### src/rtl/bin_bcd_seg_conv.sv
// 8-bit binary to BCD converter (iterative double-dabble, one bit per clock)
// with active-low 7-segment decoders for two hex digits and two decimal digits.
module bin_bcd_seg_conv (
  input  logic        clk,
  input  logic        rst_n,
  input  logic        start,
  input  logic [7:0]  bin,
  output logic        busy,
  output logic        done,
  output logic [11:0] bcd,
  output logic        overflow,
  output logic [6:0]  hex_lo,
  output logic [6:0]  hex_hi,
  output logic [6:0]  dec_lo,
  output logic [6:0]  dec_hi
);

  typedef enum logic [1:0] {IDLE, SHIFT, COMMIT} state_e;

  localparam logic [6:0] SEG_ZERO = 7'b1000000;
  localparam logic [6:0] SEG_OVF  = 7'b0011100;

  // Segment order {g,f,e,d,c,b,a}; table holds lit patterns, output is active-low.
  function automatic logic [6:0] seg7(input logic [3:0] n);
    logic [6:0] lit;
    case (n)
      4'h0: lit = 7'h3F;  4'h1: lit = 7'h06;  4'h2: lit = 7'h5B;  4'h3: lit = 7'h4F;
      4'h4: lit = 7'h66;  4'h5: lit = 7'h6D;  4'h6: lit = 7'h7D;  4'h7: lit = 7'h07;
      4'h8: lit = 7'h7F;  4'h9: lit = 7'h6F;  4'hA: lit = 7'h77;  4'hB: lit = 7'h7C;
      4'hC: lit = 7'h39;  4'hD: lit = 7'h5E;  4'hE: lit = 7'h79;  default: lit = 7'h71;
    endcase
    return ~lit;
  endfunction

  state_e      state_q, state_d;
  logic [2:0]  cnt_q, cnt_d;
  logic [7:0]  sreg_q, sreg_d;
  logic [7:0]  bin_q, bin_d;
  logic [11:0] scr_q, scr_d;
  logic [11:0] adj;
  logic        ovf_c;
  logic        done_q, done_d;
  logic [11:0] bcd_q, bcd_d;
  logic        ovf_q, ovf_d;
  logic [6:0]  hex_lo_q, hex_lo_d, hex_hi_q, hex_hi_d;
  logic [6:0]  dec_lo_q, dec_lo_d, dec_hi_q, dec_hi_d;

  always_comb begin
    for (int i = 0; i < 3; i++)
      adj[4*i +: 4] = (scr_q[4*i +: 4] >= 4'd5) ? scr_q[4*i +: 4] + 4'd3 : scr_q[4*i +: 4];
  end

  always_comb begin
    state_d  = state_q;
    cnt_d    = cnt_q;
    sreg_d   = sreg_q;
    bin_d    = bin_q;
    scr_d    = scr_q;
    done_d   = 1'b0;
    bcd_d    = bcd_q;
    ovf_d    = ovf_q;
    hex_lo_d = hex_lo_q;
    hex_hi_d = hex_hi_q;
    dec_lo_d = dec_lo_q;
    dec_hi_d = dec_hi_q;
    ovf_c    = (bin_q > 8'h63);
    case (state_q)
      IDLE: begin
        if (start) begin
          bin_d   = bin;
          sreg_d  = bin;
          scr_d   = 12'h000;
          cnt_d   = 3'd0;
          state_d = SHIFT;
        end
      end
      SHIFT: begin
        {scr_d, sreg_d} = {adj, sreg_q} << 1;
        cnt_d = cnt_q + 3'd1;
        if (cnt_q == 3'd7) state_d = COMMIT;
      end
      COMMIT: begin
        // bin_q is kept separately because sreg_q has been shifted out by now.
        bcd_d    = scr_q;
        ovf_d    = ovf_c;
        hex_lo_d = seg7(bin_q[3:0]);
        hex_hi_d = seg7(bin_q[7:4]);
        dec_lo_d = ovf_c ? SEG_OVF : seg7(scr_q[3:0]);
        dec_hi_d = ovf_c ? SEG_OVF : seg7(scr_q[7:4]);
        done_d   = 1'b1;
        state_d  = IDLE;
      end
      default: state_d = IDLE;
    endcase
  end

  always_ff @(posedge clk or negedge rst_n) begin
    if (!rst_n) begin
      state_q  <= IDLE;
      cnt_q    <= 3'd0;
      sreg_q   <= 8'h00;
      bin_q    <= 8'h00;
      scr_q    <= 12'h000;
      done_q   <= 1'b0;
      bcd_q    <= 12'h000;
      ovf_q    <= 1'b0;
      hex_lo_q <= SEG_ZERO;
      hex_hi_q <= SEG_ZERO;
      dec_lo_q <= SEG_ZERO;
      dec_hi_q <= SEG_ZERO;
    end else begin
      state_q  <= state_d;
      cnt_q    <= cnt_d;
      sreg_q   <= sreg_d;
      bin_q    <= bin_d;
      scr_q    <= scr_d;
      done_q   <= done_d;
      bcd_q    <= bcd_d;
      ovf_q    <= ovf_d;
      hex_lo_q <= hex_lo_d;
      hex_hi_q <= hex_hi_d;
      dec_lo_q <= dec_lo_d;
      dec_hi_q <= dec_hi_d;
    end
  end

  assign busy     = (state_q != IDLE);
  assign done     = done_q;
  assign bcd      = bcd_q;
  assign overflow = ovf_q;
  assign hex_lo   = hex_lo_q;
  assign hex_hi   = hex_hi_q;
  assign dec_lo   = dec_lo_q;
  assign dec_hi   = dec_hi_q;

endmodule

### config.mk
export PLATFORM = sky130hd
export DESIGN_NAME = bin_bcd_seg_conv
export DESIGN_NICKNAME = d
export VERILOG_FILES = /design/src/rtl/bin_bcd_seg_conv.sv
export SDC_FILE = /design/constraint.sdc
export NUM_CORES = 1
export LEC_CHECK = 0
export BUFFER_PORTS_ARGS = -buffer_cell sky130_fd_sc_hd__buf_4
export CAP_MARGIN = 20
export CORE_UTILIZATION = 42
export CTS_BUF_LIST = sky130_fd_sc_hd__clkbuf_2 sky130_fd_sc_hd__clkbuf_4 sky130_fd_sc_hd__clkbuf_8
export DETAILED_ROUTE_END_ITERATION = 6
export MAX_ROUTING_LAYER = met4
export PLACE_DENSITY = 0.59
export SYNTH_ARGS = -nofsm -noshare
export SYNTH_HDL_FRONTEND = slang
export SYNTH_SLANG_ARGS = --single-unit
export TNS_END_PERCENT = 1
### constraint.sdc
create_clock -name clk -period 4.91 [get_ports clk]
set_input_delay 0.7365 -clock clk [delete_from_list [all_inputs] [get_ports clk]]
set_output_delay 0.7365 -clock clk [all_outputs]
set_load 0.02 [all_outputs]
==> results by stage <==
Clocking:
- The H-tree depth reported by CTS is 3.
- The tree is rooted in a sky130_fd_sc_hd__clkbuf_8.
- The number of gates resized after cts is 0.
- The maximum buffer depth of the clock tree is 2.
- Clock latency on the worst-skew pair, taken at its later pin, is 0.35 ns.
- After clock tree synthesis, the flow added hold-fix buffers numbering 0.
- The tree built by TritonCTS fans out to 75 sinks.
- Counting the buffers created by CTS gives 9.
- TritonCTS built the clock tree.
- Clock-pin slew was measured on the worst setup and hold paths at 0.08 ns.
- The count of buffers added by post-CTS timing repair for setup is 0.

Power:
- The register share of total power is 38.0%.
- The switching portion of total power is 44.9%.
- VDD sags by at most 368 µV.
- Summed over all nets, the switching power comes to 1.46 mW.
- The combinational group share of total power is 49.1%.
- The clock group share of total power is 12.9%.
- Internal power comes to 1.79 mW.
- The static leakage is 2.19 nW.
- The total power per unit cell area is 711 nW/µm².

Cells and area:
- Measured on the finished design, the core utilization comes to 49.9%.
- The count of inserted antenna diode cells is 0.
- Excluding fillers, the count of instances in the completed layout stands at 583.
- In the layout the commonest cells are sky130_fd_sc_hd__nand2_1 (85), sky130_fd_sc_hd__dfrtp_1 (71), sky130_fd_sc_hd__buf_4 (56).
- The synthesis-to-finish area growth is 15.8%.
- The most frequent standard cell in the layout excluding fill and tap cells is sky130_fd_sc_hd__nand2_1.
- The post-route netlist has 19.7% of its cells at a drive strength greater than 1.
- The number of nets in the finished design is 508.
- The summed area of non-filler cells in the final layout is 4570 µm².

Synth:
- After synthesis, the cell types taking the most area are sky130_fd_sc_hd__dfrtp_1 (45%), sky130_fd_sc_hd__ha_1 (9.5%), sky130_fd_sc_hd__nand2_1 (8.1%).
- The warning count from the yosys run is 0.
- The most common flop cell mapped by yosys is sky130_fd_sc_hd__dfrtp_1.
- The cell count after synthesis came out at 427.
- After synthesis, flip-flops and latches occupy 47.7% of the total area.
- The net count after synthesis is 468.
- Summed over its instances, the top area cell type makes up 45.0% of the synthesized netlist area.
- Of all cell types, the one taking the most synthesized area is sky130_fd_sc_hd__dfrtp_1.
- The average size of a mapped cell is 9.24 µm².
- The distinct cell type count of the synthesized netlist is 46.
- The area of the mapped netlist is 3950 µm².
- In the synthesized netlist the async set-or-reset flop fraction comes to 100%.
- The number of enable-type register cells in the synthesized netlist is 0.
- The number of storage elements in the synthesis netlist is 75.

Die:
- The top-level I/O count is 54.
- The horizontal die dimension is 98.9 µm.
- The standard cell core area is 9150 µm².
- The die boundary height is 98.9 µm.
- The placement row count is 35.
- The die covers 9790 µm².
- The initial utilization of the core area, before any placement, comes to 43.1%.

Setup path:
- The capturing element type of the critical path is a flip-flop.
- The critical-path maximum fanout is 62.
- The launching point of the worst reg2reg path is state_q[0]$_DFFE_PN0P_.
- At the worst endpoint, the arrival time is 2.63 ns.
- The kind of launch point of the worst setup path is a flip-flop.
- The endpoint of the worst-slack reg-to-reg timing path is dec_lo[6]$_DFFE_PN1P_.
- For the worst setup path, the data required time is 5.18 ns.
- The slowest cell on the critical path is sky130_fd_sc_hd__clkinv_1.
- The number of cells on the worst reg-to-reg path is 5.
- The biggest cell delay along the critical path is 0.67 ns.
- The reg2reg setup slack is 2.55 ns.
- The critical path contains buffers and inverters numbering 2 combined.
- The kind of cell adding the most delay to the critical path is buffers and inverters.
- The startpoint-to-endpoint class of the critical path is flip-flop to flip-flop.
- Traced cell by cell, the critical path runs through nand2b_2, buf_4, clkinv_1, and2_4, nor3_1.

Routing:
- In the routed design, unresolved DRC markers number 0.
- The first detailed-routing pass ran for 4 iterations.
- The total via count after detailed routing is 3,055.
- The average vias per placed instance is 5.24.
- The final antenna-violating net count is 0.
- The violation count after the first detailed-routing iteration is 160.
- The detail-routed net length per standard cell is 14.3 µm.
- Summed over all layers, the routed wires come to 8350 µm.

Placed design:
- Including well taps, the total number of placed cells is 567.
- After legalization and detailed placement, the total HPWL measured 5500 µm.
- The final weighted congestion in routability-driven placement is 0.823.
- The total placed instance area is 4400 µm².
- The count of buffers added on input and output ports is 53.

STA:
- The worst path needs 2.36 ns of the cycle, external delays included.
- Between clock sinks in the finished design, the worst skew comes to 0.00829 ns.
- The number of hold-slack violations in the final timing report is 0.
- The slew at the pin closest to its max-slew limit is 0.953 ns.
- The setup TNS after final layout is 0 ns.
- The upper clock frequency limit is 423 MHz.
- The number of max-slew violations in the final report was 0.
- The count of endpoints failing setup in the final report is 0.
- Setup repair after global routing left no endpoint under its margin.
- Measured against its own limit, the worst slew margin works out to 36.5%.
- The post-route worst hold slack is 0.480 ns.
- The share of the clock period used by the worst path is 48.2%.

Min path:
- The end point of the most critical hold path is sreg_q[3]$_DFFE_PN0P_.
- The critical hold path startpoint is sreg_q[3]$_DFFE_PN0P_.
- The tightest min-delay check is of the flip-flop to flip-flop type.
- The number of cells traversed by the worst hold path is 2.

GRT:
- The global routing usage on met1 is 28.1%.
- The number of global-route vias before repair was 2,893.
- The first global-routing pass estimated 14,600 µm of wire.
- In the global route stage, met2 resource usage came out at 26.9%.
- The layer flagged by global routing as most heavily used is met1.
- The met3 usage in global routing is 4.68%.
- Global routing used 19.5% of the available tracks.
- The initial antenna violation count came to 0.
- Entering global routing, the biggest net connects 76 pins.
- The total overflow left after global routing is 0.

Job:
- The max-cap check violation count is 0.

Run status:
- The run finished with clean final reports.
==> state kept, by name, indices dropped and copies added (netlist names) <==
signal and cells:
bcd 12, bin_q 8, cnt_q 3, dec_hi 7, dec_lo 7, done 1
hex_hi 7, hex_lo 7, overflow 1, scr_q 12, sreg_q 8, state_q 2
==> metrics by stage <==
| step | setup slack [ns] | total power [mW] |
|---|---|---|
| floorplan | 3.18 | 2.32 |
| global route | 2.21 | 3.55 |
| detailed placement | 2.56 | 2.84 |
| finish | 2.55 | 3.25 |
| global placement | 2.68 | 2.81 |
| CTS | 2.52 | 3.27 |
==> synth_stat cells, drive strengths merged (3+ instances only) <==
cell / count
a211oi: 7
a21oi: 18
a221oi: 3
a22oi: 3
a311oi: 3
a31oi: 4
buf: 9
clkbuf: 18
dfrtp: 71
dfstp: 4
ha: 30
inv: 15
mux2: 6
mux2i: 5
nand2: 85
nand2b: 7
nand3: 8
nor2: 32
nor2b: 10
nor3: 13
o21ai: 39
o22ai: 4
o31ai: 3
o32ai: 3
xnor2: 3
==> metal layers <==
layer	vias to the layer above	part of all wire, %
li1	1543	-
met2	57	43
met4	0	1.4
met3	10	4.2
met1	1445	52
met5	-	0
==> worst register-to-register path, stage by stage, from the launching register on <==
cell and delay, ns:
sky130_fd_sc_hd__dfrtp_1 0.41, sky130_fd_sc_hd__nand2b_2 0.13, sky130_fd_sc_hd__buf_4 0.48, sky130_fd_sc_hd__clkinv_1 0.69, sky130_fd_sc_hd__and2_4 0.38, sky130_fd_sc_hd__nor3_1 0.20
==> power groups by stage <==
stage / logic (mW) / registers (mW) / clock network, mW
after CTS: 1.61 / 1.23 / 0.430
after global routing: 1.80 / 1.29 / 0.461
final: 1.60 / 1.23 / 0.419
after floorplan: 1.04 / 1.28 / 0
after detailed placement: 1.60 / 1.24 / 0
after global placement: 1.58 / 1.23 / 0
==> area by class of cell <==
cell class | instances | area (µm²)
Inverter | 16 | 60.1
Clock buffer | 9 | 124
Multi-Input combinational cell | 309 | 1900
Clock inverter | 7 | 45.0
Tap cell | 111 | 139
Sequential cell | 75 | 1880
Fill cell | 884 | 4580
Timing Repair Buffer | 56 | 420
==> cell families (layout without fill, tap and decap cells) <==
group                      count (synthesis)  in the layout  synth area share [%]
and+or+nand+nor                          164            164                  18.2
AOI/OAI and AO/OA                         98             98                  15.6
DFF                                       75             75                  47.7
buffers and inverters                     43             88                  4.37
adders and majority gates                 30             30                  9.51
muxes                                     12             12                  3.55
xor gates and xnor gates                   5              5                  1.11
==> worst max-delay path by stage <==
stage,endpoint,cells past startpoint,start,slack [ns]
after floorplan,bin_q[3]$_DFFE_PN0P_,3,start,3.18
after global placement,dec_lo[6]$_DFFE_PN1P_,5,state_q[0]$_DFFE_PN0P_,2.68
after detailed placement,dec_lo[6]$_DFFE_PN1P_,5,state_q[0]$_DFFE_PN0P_,2.56
after CTS,dec_lo[6]$_DFFE_PN1P_,5,state_q[0]$_DFFE_PN0P_,2.52
after global routing,dec_hi[1]$_DFFE_PN0P_,6,state_q[0]$_DFFE_PN0P_,2.21
final,dec_lo[6]$_DFFE_PN1P_,5,state_q[0]$_DFFE_PN0P_,2.55
No activity file was read; power rests on OpenSTA's default activity.
